$ cat config.mk
export PLATFORM = sky130hd
export DESIGN_NAME = clb_cfg_loader_flat
export DESIGN_NICKNAME = d
export VERILOG_FILES = /design/src/rtl/clb_cfg_pkg.sv /design/src/rtl/clb_cfg_loader_if.sv /design/src/rtl/clb_cfg_deser.sv /design/src/rtl/clb_cfg_loader.sv /design/src/flat_wrapper.sv
export SDC_FILE = /design/constraint.sdc
export NUM_CORES = 1
export LEC_CHECK = 0
export ABC_AREA = 1
export BUFFER_PORTS_ARGS = -buffer_cell sky130_fd_sc_hd__buf_2
export CAP_MARGIN = 40
export CORE_UTILIZATION = 35
export DETAILED_ROUTE_END_ITERATION = 16
export MAX_ROUTING_LAYER = met4
export PLACE_DENSITY_LB_ADDON = 0.15
export SETUP_SLACK_MARGIN = 0.02
export SLEW_MARGIN = 10
export SYNTH_ARGS = -nofsm -noshare
export SYNTH_HDL_FRONTEND = slang
export SYNTH_SLANG_ARGS = --single-unit
export TNS_END_PERCENT = 10
$ cat constraint.sdc
create_clock -name K -period 15.4 [get_ports K]
set_input_delay 3.08 -clock K [delete_from_list [all_inputs] [get_ports K]]
set_output_delay 3.08 -clock K [all_outputs]
set_load 0.01 [all_outputs]
$ cat src/rtl/clb_cfg_pkg.sv
// Shared constants, frame layout and state encoding for the CLB configuration loader.
// CLB_CFG_PARITY_EN (optional) adds one even-parity bit after each frame.
package clb_cfg_pkg;

    localparam int FRAME_W = 37;
    localparam int LEN_W   = 8;
    localparam int CNT_W   = 6;

    localparam logic [3:0] PREAMBLE = 4'b0010;

    localparam int MEM_LSB    = 21;
    localparam int MEM_W      = 16;
    localparam int COMB_LSB   = 19;
    localparam int COMB_W     = 2;
    localparam int O2M_LSB    = 13;
    localparam int O2M_W      = 6;
    localparam int DQMUX_LSB  = 11;
    localparam int DQMUX_W    = 2;
    localparam int FOL_BIT    = 10;
    localparam int MUXSEL_LSB = 0;
    localparam int MUXSEL_W   = 10;

    // mem | comboption | o2m_0 o2m_1 | DQmux | floporlatch | mux2..mux6
    localparam logic [FRAME_W-1:0] DEFAULT_FRAME = {
        16'h0116, 2'b00, 3'b000, 3'b111, 2'b00, 1'b0, 10'b10_10_10_00_00
    };

    typedef enum logic [2:0] {
        ST_IDLE   = 3'd0,
        ST_HUNT   = 3'd1,
        ST_LEN    = 3'd2,
        ST_FRAME  = 3'd3,
        ST_PAR    = 3'd4,
        ST_STOP   = 3'd5,
        ST_COMMIT = 3'd6,
        ST_ERR    = 3'd7
    } clb_cfg_state_e;

endpackage

$ cat src/rtl/clb_cfg_loader_if.sv
// Serial-in / parallel-out bus between the configuration pin side and the loader.
// master drives the bitstream, slave is the loader.
interface clb_cfg_loader_if
    import clb_cfg_pkg::*;
#(
    parameter int NCLB = 4
);
    logic                      START;
    logic                      DIN;
    logic                      VALID;
    logic [NCLB*FRAME_W-1:0]   CFG;
    logic                      BUSY;
    logic                      DONE;
    logic                      ERR;

    modport master (
        output START, DIN, VALID,
        input  CFG, BUSY, DONE, ERR
    );

    modport slave (
        input  START, DIN, VALID,
        output CFG, BUSY, DONE, ERR
    );
endinterface

$ cat src/rtl/clb_cfg_deser.sv
// MSB-first deserializer with a wrapping bit counter and running parity.
// The parity accumulator exists only when CLB_CFG_PARITY_EN is defined.
module clb_cfg_deser
    import clb_cfg_pkg::*;
(
    input  logic               i_clk,
    input  logic               i_rst,
    input  logic               i_shift,
    input  logic               i_clr,
    input  logic               i_din,
    input  logic [CNT_W-1:0]   i_last,
    output logic [FRAME_W-1:0] o_word,
    output logic               o_done
`ifdef CLB_CFG_PARITY_EN
    ,
    output logic               o_par
`endif
);

    logic [FRAME_W-2:0] r_data;
    logic [CNT_W-1:0]   r_cnt;

    // o_word already includes the bit being accepted this edge
    assign o_word = {r_data, i_din};
    assign o_done = i_shift && (r_cnt == i_last);

    always_ff @(posedge i_clk or posedge i_rst) begin
        if (i_rst) begin
            r_data <= '0;
            r_cnt  <= '0;
        end else begin
            if (i_shift) begin
                r_data <= o_word[FRAME_W-2:0];
            end
            if (i_clr) begin
                r_cnt <= '0;
            end else if (i_shift) begin
                r_cnt <= o_done ? '0 : r_cnt + 1'b1;
            end
        end
    end

`ifdef CLB_CFG_PARITY_EN
    logic r_par;

    assign o_par = r_par;

    always_ff @(posedge i_clk or posedge i_rst) begin
        if (i_rst) begin
            r_par <= 1'b0;
        end else if (i_clr) begin
            r_par <= 1'b0;
        end else if (i_shift) begin
            r_par <= r_par ^ i_din;
        end
    end
`endif

endmodule

$ cat src/rtl/clb_cfg_loader.sv
// Serial configuration loader: preamble hunt, length check, per-CLB frames, atomic commit.
// IDLE wait START | HUNT find preamble | LEN length | FRAME data | PAR parity (CLB_CFG_PARITY_EN)
// STOP stop bit | COMMIT copy shadow to CFG | ERR abort, CFG kept
module clb_cfg_loader
    import clb_cfg_pkg::*;
#(
    parameter int NCLB = 4
) (
    input logic             K,
    input logic             RST,
    clb_cfg_loader_if.slave bus
);

    localparam int FCW = $clog2(NCLB + 1);

    localparam logic [2:0] S_IDLE   = 3'(ST_IDLE);
    localparam logic [2:0] S_HUNT   = 3'(ST_HUNT);
    localparam logic [2:0] S_LEN    = 3'(ST_LEN);
    localparam logic [2:0] S_FRAME  = 3'(ST_FRAME);
`ifdef CLB_CFG_PARITY_EN
    localparam logic [2:0] S_PAR    = 3'(ST_PAR);
`endif
    localparam logic [2:0] S_STOP   = 3'(ST_STOP);
    localparam logic [2:0] S_COMMIT = 3'(ST_COMMIT);
    localparam logic [2:0] S_ERR    = 3'(ST_ERR);

    logic [2:0]              r_state;
    logic [3:0]              r_win;
    logic [FCW-1:0]          r_fidx;
    logic [FRAME_W-1:0]      r_shadow [NCLB];
    logic [NCLB*FRAME_W-1:0] r_cfg;
    logic                    r_done;
    logic                    r_err;

    logic                    w_shift;
    logic                    w_clr;
    logic                    w_word_done;
    logic [FRAME_W-1:0]      w_word;
    logic [CNT_W-1:0]        w_last;
    logic [3:0]              w_win_next;
    logic [NCLB*FRAME_W-1:0] w_shadow_flat;
`ifdef CLB_CFG_PARITY_EN
    logic                    w_par;
`endif

    always_comb begin
        w_shift    = bus.VALID && (r_state == S_LEN || r_state == S_FRAME);
        w_last     = (r_state == S_LEN) ? CNT_W'(LEN_W - 1) : CNT_W'(FRAME_W - 1);
        w_win_next = {r_win[2:0], bus.DIN};
        // counter and parity restart at each frame boundary
        w_clr      = (r_state == S_IDLE && bus.START)
                  || (r_state == S_LEN  && w_word_done)
                  || (r_state == S_STOP && bus.VALID && bus.DIN);
    end

    always_comb begin
        w_shadow_flat = '0;
        for (int i = 0; i < NCLB; i++) begin
            w_shadow_flat[i*FRAME_W +: FRAME_W] = r_shadow[i];
        end
    end

    clb_cfg_deser u_deser (
        .i_clk   (K),
        .i_rst   (RST),
        .i_shift (w_shift),
        .i_clr   (w_clr),
        .i_din   (bus.DIN),
        .i_last  (w_last),
        .o_word  (w_word),
        .o_done  (w_word_done)
`ifdef CLB_CFG_PARITY_EN
        ,
        .o_par   (w_par)
`endif
    );

    always_ff @(posedge K or posedge RST) begin
        if (RST) begin
            r_state <= S_IDLE;
            r_win   <= '0;
            r_fidx  <= '0;
            r_done  <= 1'b0;
            r_err   <= 1'b0;
            r_cfg   <= {NCLB{DEFAULT_FRAME}};
            for (int i = 0; i < NCLB; i++) begin
                r_shadow[i] <= DEFAULT_FRAME;
            end
        end else begin
            case (r_state)
                S_IDLE: begin
                    if (bus.START) begin
                        r_state <= S_HUNT;
                        r_done  <= 1'b0;
                        r_err   <= 1'b0;
                        r_win   <= 4'b1111;
                        r_fidx  <= '0;
                    end
                end
                S_HUNT: begin
                    if (bus.VALID) begin
                        r_win <= w_win_next;
                        if (w_win_next == PREAMBLE) begin
                            r_state <= S_LEN;
                        end
                    end
                end
                S_LEN: begin
                    if (w_word_done) begin
                        r_state <= (w_word[LEN_W-1:0] == LEN_W'(NCLB)) ? S_FRAME : S_ERR;
                    end
                end
                S_FRAME: begin
                    if (w_word_done) begin
                        for (int i = 0; i < NCLB; i++) begin
                            if (r_fidx == FCW'(i)) begin
                                r_shadow[i] <= w_word;
                            end
                        end
`ifdef CLB_CFG_PARITY_EN
                        r_state <= S_PAR;
`else
                        r_state <= S_STOP;
`endif
                    end
                end
`ifdef CLB_CFG_PARITY_EN
                S_PAR: begin
                    if (bus.VALID) begin
                        r_state <= (bus.DIN == w_par) ? S_STOP : S_ERR;
                    end
                end
`endif
                S_STOP: begin
                    if (bus.VALID) begin
                        if (!bus.DIN) begin
                            r_state <= S_ERR;
                        end else if (r_fidx == FCW'(NCLB - 1)) begin
                            r_state <= S_COMMIT;
                        end else begin
                            r_fidx  <= r_fidx + 1'b1;
                            r_state <= S_FRAME;
                        end
                    end
                end
                S_COMMIT: begin
                    r_cfg   <= w_shadow_flat;
                    r_done  <= 1'b1;
                    r_fidx  <= '0;
                    r_state <= S_IDLE;
                end
                S_ERR: begin
                    r_err   <= 1'b1;
                    r_fidx  <= '0;
                    r_state <= S_IDLE;
                end
                default: r_state <= S_IDLE;
            endcase
        end
    end

    assign bus.CFG  = r_cfg;
    assign bus.BUSY = (r_state != S_IDLE);
    assign bus.DONE = r_done;
    assign bus.ERR  = r_err;

endmodule

$ cat src/flat_wrapper.sv
// flat-port wrapper written by rule: the top's interface ports become plain ports
module clb_cfg_loader_flat import clb_cfg_pkg::*;
#(
    parameter int NCLB = 4
)
  (K, RST, bus_START, bus_DIN, bus_VALID, bus_CFG, bus_BUSY, bus_DONE, bus_ERR);
  clb_cfg_loader_if #(.NCLB(NCLB)) bus_i ();
  input logic K;
  input logic RST;
  input wire logic [$bits(bus_i.START)-1:0] bus_START;
  input wire logic [$bits(bus_i.DIN)-1:0] bus_DIN;
  input wire logic [$bits(bus_i.VALID)-1:0] bus_VALID;
  output wire logic [$bits(bus_i.CFG)-1:0] bus_CFG;
  output wire logic [$bits(bus_i.BUSY)-1:0] bus_BUSY;
  output wire logic [$bits(bus_i.DONE)-1:0] bus_DONE;
  output wire logic [$bits(bus_i.ERR)-1:0] bus_ERR;
  assign bus_i.START = bus_START;
  assign bus_i.DIN = bus_DIN;
  assign bus_i.VALID = bus_VALID;
  assign bus_CFG = bus_i.CFG;
  assign bus_BUSY = bus_i.BUSY;
  assign bus_DONE = bus_i.DONE;
  assign bus_ERR = bus_i.ERR;
  clb_cfg_loader #(.NCLB(NCLB)) u_core (.K(K), .RST(RST), .bus(bus_i));
endmodule
# [After elaboration in Yosys (flattened, before gate mapping)]
# Index checks and enable logic that the tools add are counted.
[totals] register_bits=349 elab_cells=86 input_bits=5
[classes] n_eq_ne=20 n_addsub=2 n_reduce_logical=27 n_mux=25
[ops] op="$mux W3" count=15
[ops] op="$mux W6" count=4
[ops] op="$pmux W3 S5" count=1
[ops] op="$reduce_and A3 Y1" count=5
[ops] op="$ne A2 B2 Y1 const B" count=7
[ops] op="$eq A3 B2 Y1 const B" count=4
[ops] op="$eq A3 B3 Y1 const B" count=3
[ops] op="$pmux W3 S3" count=1
[ops] op="$eq A8 B3 Y1 const B" count=1
[ops] op="$reduce_bool A2 Y1" count=4
[ops] op="$add A6 B1 Y6 const B" count=1
[ops] op="$eq A3 B1 Y1 const B" count=2
[ops] op="$eq A6 B6 Y1" count=1
[ops] op="$logic_and A1 B1 Y1" count=6
[ops] op="$logic_not A3 Y1" count=2
[ops] op="$pmux W3 S2" count=1
[ops] op="$reduce_and A6 Y1" count=1
[ops] op="$reduce_bool A3 Y1" count=2
[ops] op="$reduce_and A5 Y1" count=1
[ops] op="$eq A4 B2 Y1 const B" count=1
[ops] op="$pmux W1 S2" count=2
[ops] op="$reduce_and A2 Y1" count=2
[ops] op="$add A3 B1 Y3 const B" count=1
[ops] op="$logic_or A1 B1 Y1" count=3
[ops] op="other kinds (3)" count=3

# [Longest topological paths before layout]
[logic_depth] ltp_word=8 mapped_depth=12 depth_no_buf=9

# [Cells and area by module]
# Synthesis repeated with hierarchy kept, for this count alone.
[unflattened] cells_unflattened=1159 hier_area_um2=14037.2
[by_module_without_submodules] mod="clb_cfg_loader" n_inst=1 area_per_inst_um2=12275.5 cells_per_inst=942
[by_module_without_submodules] mod="clb_cfg_deser" n_inst=1 area_per_inst_um2=1761.7 cells_per_inst=217

# [Least setup slack after synthesis]
# Ideal clock, no wire load.
[synth_timing] path_kind="input to register" startpoint="input port bus_VALID" endpoint="register u_core.r_shadow[67] (netlist name)" setup_slack_ps=11336 path_buffers=2 setup_ps=128 t_arrival_ps=3936 stages=9 cell_sequence="nand2_1 -> nor2_1 -> nand2_1 -> nor2_2 -> nand2_1 -> buf_2 -> buf_2 -> nand2_1 -> o21ai_1"
[synth_via] elab_chain_len=3
[synth_lines] item="start, declared" line="flat_wrapper.sv:12" source="input wire logic [$bits(bus_i.VALID)-1:0] bus_VALID;"
[synth_lines] item="$logic_and A1 B1 Y1" line="clb_cfg_loader.sv:47" source="w_shift = bus.VALID && (r_state == S_LEN || r_state == S_FRAME);"
[synth_lines] item="$logic_and A1 B1 Y1" line="clb_cfg_deser.sv:25" source="assign o_done = i_shift && (r_cnt == i_last);"
[synth_lines] item="$reduce_and A3 Y1 (no line)"
[synth_lines] item="end signal, assigned by index" line="clb_cfg_loader.sv:117" source="r_shadow[i] <= w_word;"
[synth_lines] item="end, declared" line="clb_cfg_loader.sv:30" source="logic [FRAME_W-1:0] r_shadow [NCLB];"
# No other way between the ends.
# A chain may end at the register's enable or synchronous reset.

# [Worst setup path after layout]
[layout_timing] startpoint="register u_core.r_state[0]" endpoint="output port bus_BUSY"
[layout_via] elab_chain_len=1
[layout_lines] item="start, declared" line="clb_cfg_loader.sv:27" source="logic [2:0] r_state;"
[layout_lines] item="start signal, assigned" line="clb_cfg_loader.sv:110" source="r_state <= (w_word[LEN_W-1:0] == LEN_W'(NCLB)) ? S_FRAME : S_ERR;"
[layout_lines] item="$reduce_bool A3 Y1" line="clb_cfg_loader.sv:163" source="assign bus.BUSY = (r_state != S_IDLE);"
[layout_lines] item="end, declared" line="flat_wrapper.sv:14" source="output wire logic [$bits(bus_i.BUSY)-1:0] bus_BUSY;"
# No other way between the ends.

==> metrics.txt <==
# TYPE chip_impl_metric gauge
chip_impl_metric{name="total_leakage_power",unit="uW"} 0.00783
chip_impl_metric{name="path_max_fanout",unit=""} 6
chip_impl_metric{name="floorplan.die.height",unit="um"} 196
chip_impl_info{name="routed.top_layer",value="met4"} 1
chip_impl_metric{name="postSynthRegisterBits",unit=""} 349
chip_impl_metric{name="setup_viol_count_final",unit=""} 0
chip_impl_metric{name="max_freq",unit="MHz"} 213
chip_impl_metric{name="final_layout_size_suffix_gt1_share",unit="%"} 36.4
chip_impl_metric{name="num_vias",unit=""} 8102
chip_impl_metric{name="sequential_fraction_of_the_synthesis_area",unit="%"} 66.8
chip_impl_metric{name="clk_latency",unit="ns"} 0.52
chip_impl_metric{name="slew_violations",unit=""} 0
chip_impl_metric{name="placedCellCount",unit=""} 1719
chip_impl_metric{name="peakVddDrop",unit="uV"} 79.9
chip_impl_info{name="whs_endpoint",value="u_core.r_shadow[124]$_DFFE_PP1P_"} 1
chip_impl_metric{name="detail_route.wl_per_cell",unit="um"} 15.9
chip_impl_metric{name="power_density",unit="nW/um2"} 133
chip_impl_metric{name="finalCritPeriodShare",unit="%"} 30.4
chip_impl_metric{name="pre_cts_ws",unit="ns"} 10.15
chip_impl_metric{name="detail_route.wirelength.met1",unit="um"} 14200
chip_impl_metric{name="die_w",unit="um"} 196
chip_impl_metric{name="cts.path.max_buffers",unit=""} 3
chip_impl_metric{name="gp_routability_congestion",unit=""} 0.739
chip_impl_metric{name="antenna-diode-count",unit=""} 0
chip_impl_metric{name="worst_path_max_stage_delay",unit="ns"} 0.44
chip_impl_metric{name="io_buffer_count",unit=""} 155
chip_impl_metric{name="gr-usage-all-layers",unit="%"} 15.8
chip_impl_metric{name="numCtsBuffers",unit=""} 40
chip_impl_metric{name="layout.cells.non_filler",unit=""} 1791
chip_impl_info{name="holdCritStartpoint",value="u_core.r_shadow[124]$_DFFE_PP1P_"} 1
chip_impl_metric{name="synth_cell_type_count",unit=""} 23
chip_impl_metric{name="routed_via_density",unit=""} 4.52
chip_impl_metric{name="row_count",unit=""} 70
chip_impl_info{name="root_buffer",value="clkbuf_16"} 1
chip_impl_metric{name="grt_pass1_wl",unit="um"} 47000
chip_impl_metric{name="yosys_warnings",unit=""} 0
chip_impl_info{name="status",value="complete, no violations"} 1
chip_impl_metric{name="dp_hpwl",unit="um"} 17800
chip_impl_metric{name="timing.final.hold_violations",unit=""} 0
chip_impl_metric{name="cts.repair.resized",unit=""} 0
chip_impl_metric{name="grt_antenna_before_repair",unit=""} 0
chip_impl_metric{name="cts.sinks",unit=""} 349
chip_impl_metric{name="core",unit="um2"} 36900
chip_impl_metric{name="reg2reg_slack",unit="ns"} 12.64
chip_impl_info{name="r2r-end",value="u_core.r_shadow[94]$_DFFE_PP0P_"} 1
chip_impl_metric{name="totalWireLength",unit="um"} 28500
chip_impl_metric{name="wl_met3",unit="um"} 1200
chip_impl_metric{name="ant_nets",unit=""} 0
chip_impl_metric{name="cp_data_required_time",unit="ns"} 12.32
chip_impl_metric{name="final.setup.tns",unit="ns"} 0
chip_impl_metric{name="timing.max_cap.violations",unit=""} 0
chip_impl_metric{name="initial_core_util",unit="%"} 35.8
chip_impl_metric{name="avgSynthCellArea",unit="um2"} 12.0
chip_impl_metric{name="power_total",unit="uW"} 2130
chip_impl_info{name="synth_area_leader_cell",value="dfrtp_1"} 1
chip_impl_metric{name="htree_num_levels",unit=""} 2
chip_impl_metric{name="drt_iter0_drc",unit=""} 465
chip_impl_info{name="yosys-top-cells-area",value="dfrtp_1, dfstp_2, mux2_2"} 1
chip_impl_info{name="path_cells",value="inv_1, nand3_1, buf_2"} 1
chip_impl_metric{name="synth_largest_type_area_fraction",unit="%"} 50.9
chip_impl_metric{name="fin_nets",unit=""} 1268
chip_impl_metric{name="max_slew_margin",unit="%"} 47.4
chip_impl_metric{name="drt_drc_violations_left",unit=""} 0
chip_impl_metric{name="cp_num_cells",unit=""} 3
chip_impl_metric{name="drt_first_pass_iters",unit=""} 5
chip_impl_metric{name="reg2reg_depth",unit=""} 10
chip_impl_metric{name="max_slew.worst_pin.slew",unit="ns"} 0.789
chip_impl_metric{name="synthesis.area",unit="um2"} 13200
chip_impl_metric{name="fin_crit",unit="ns"} 4.69
chip_impl_metric{name="die_area",unit="um2"} 38500
chip_impl_metric{name="skew",unit="ns"} 0.0137
chip_impl_info{name="critPathKind",value="reg -> out"} 1
chip_impl_metric{name="postLayoutCoreUtil",unit="%"} 43.3
chip_impl_metric{name="finalWorstSetupSlack",unit="ns"} 10.71
chip_impl_metric{name="clkSlewWorstSetupHoldPaths",unit="ns"} 0.06
chip_impl_metric{name="top_level_ports",unit=""} 156
chip_impl_info{name="setup.worst_path.start_class",value="register"} 1
chip_impl_info{name="unrepaired_setup_endpoints_after_global_routing",value="false"} 1
chip_impl_info{name="worst_path_max_delay_cell",value="dfrtp_1"} 1
chip_impl_metric{name="wl_met2",unit="um"} 12700
chip_impl_metric{name="first_global_vias",unit=""} 8391
chip_impl_metric{name="synthToLayoutAreaGrowth",unit="%"} 20.7
chip_impl_info{name="timing.rr.start",value="u_core.r_state[1]$_DFFE_PP0P_"} 1
chip_impl_metric{name="postCtsHoldBufs",unit=""} 0
chip_impl_metric{name="synthesis.instances",unit=""} 1103
chip_impl_info{name="cts_tree",value="built"} 1
chip_impl_metric{name="cp.arrival",unit="ns"} 1.61
chip_impl_info{name="critPathTopFamily",value="flip-flops"} 1
chip_impl_metric{name="holdPathStages",unit=""} 2
chip_impl_metric{name="cp.buffers_inverters",unit=""} 2
chip_impl_metric{name="grt_overflow_total",unit=""} 0
chip_impl_info{name="critPathCaptureType",value="primary output"} 1
chip_impl_metric{name="pin_count_of_the_biggest_net_entering_global_routing",unit=""} 97
chip_impl_metric{name="postSynthNetCount",unit=""} 1114
chip_impl_metric{name="post_cts.repair.setup_buffers",unit=""} 0
chip_impl_info{name="hp-class",value="reg -> reg"} 1
## sequential cells by signal (all words and copies together), names as in the netlist
name and flops:
u_core.bus.CFG 148, u_core.bus.DONE 1, u_core.bus.ERR 1, u_core.r_fidx 3
u_core.r_shadow 148, u_core.r_state 3, u_core.r_win 3, u_core.u_deser.r_cnt 6
u_core.u_deser.r_data 36
## worst max path at each step
stage | end | slack (ns) | startpoint
floorplan | u_core.bus.CFG[0]$_DFFE_PP0P_ | 2.77 | RST
global placement | u_core.bus.CFG[16]$_DFFE_PP0P_ | 9.45 | RST
detailed placement | u_core.r_shadow[146]$_DFFE_PP0P_ | 10.15 | bus_VALID
CTS | u_core.r_shadow[94]$_DFFE_PP0P_ | 10.68 | bus_VALID
global route | u_core.r_shadow[145]$_DFFE_PP0P_ | 10.51 | bus_VALID
finish | bus_BUSY | 10.71 | u_core.r_state[0]$_DFFE_PP0P_
## cell families after synthesis
logic type | after synthesis | synth area share, %
muxes | 148 | 12.6
DFF | 349 | 66.8
xor gates and xnor gates | 3 | 0.199
AOI/OAI and AO/OA | 199 | 7.58
buffers and inverters | 121 | 3.97
and+or+nand+nor | 277 | 8.24
adders and majority gates | 6 | 0.568
## report_power, final
| part | switching (uW) | total [uW] | internal [uW] |
|---|---|---|---|
| combinational | 152 | 217 | 65.3 |
| clock | 365 | 938 | 573 |
| sequential | 24.1 | 971 | 947 |
## cell usage after synthesis (all sizes together)
| cell type | n |
|---|---|
| clkbuf | 12 |
| nand2 | 229 |
| o21ai | 196 |
| dfrtp | 269 |
| ha | 6 |
| xor2 | 3 |
| nor2 | 22 |
| a32o | 1 |
| nor3 | 3 |
| mux2 | 148 |
| nand4 | 9 |
| dfstp | 80 |
| a31oi | 1 |
| a21oi | 1 |
| buf | 45 |
| inv | 64 |
| nand3 | 14 |
## cell usage in the layout, fill, tap and decap left out
| master | n |
|---|---|
| nand3_4 | 1 |
| clkinvlp_4 | 1 |
| clkbuf_1 | 10 |
| nand2_2 | 1 |
| dfrtp_1 | 269 |
| inv_8 | 1 |
| xor2_1 | 3 |
| clkinv_4 | 1 |
| a21oi_1 | 1 |
| buf_16 | 6 |
| buf_12 | 2 |
| nor3_1 | 3 |
| ha_1 | 6 |
| nand2_1 | 224 |
| mux2_2 | 148 |
| nor2_2 | 2 |
| clkbuf_16 | 41 |
| dfstp_2 | 80 |
| a32o_1 | 1 |
| o21ai_1 | 132 |
| nand4_1 | 9 |
| buf_2 | 155 |
| inv_2 | 1 |
| nand2_4 | 4 |
| inv_1 | 62 |
| buf_4 | 6 |
| a31oi_1 | 1 |
| bufinv_16 | 3 |
| o21ai_0 | 64 |
| clkinv_2 | 9 |
| clkbuf_8 | 7 |
| nor2_1 | 20 |
| nand3_1 | 13 |
## metrics by stage
step | hold WS [ns] | area (um2)
floorplan | 0.449 | 13200
global placement | 0.461 | 14400
detailed placement | 0.464 | 14600
CTS | 0.473 | 16000
global route | 0.488 | 16000
finish | 0.471 | 16000
## worst register-to-register path: stages (launching register included)
cell,delay [ns]
dfrtp_1,0.50
inv_2,0.09
nor2_2,0.16
nand2_2,0.05
buf_4,0.33
nor2_1,0.23
nand2_1,0.08
nor2_2,0.34
nand2_4,0.33
buf_12,0.31
o21ai_0,0.23
## area by class of cell
cell class / instances / area (um2)
Multi-Input combinational cell: 633 / 3900
Timing Repair Buffer: 169 / 1030
Sequential cell: 349 / 8830
Clock inverter: 14 / 151
Fill cell: 3537 / 20900
Clock buffer: 58 / 1160
Tap cell: 504 / 631
Inverter: 64 / 248
## per-layer routing
layer,track usage (%),vias to the layer above
met2,23.6,136
met5,-,-
li1,-,3983
met3,3.08,34
met1,22.0,3949
met4,4.20,0
No activity file was read; power rests on OpenSTA's default activity.
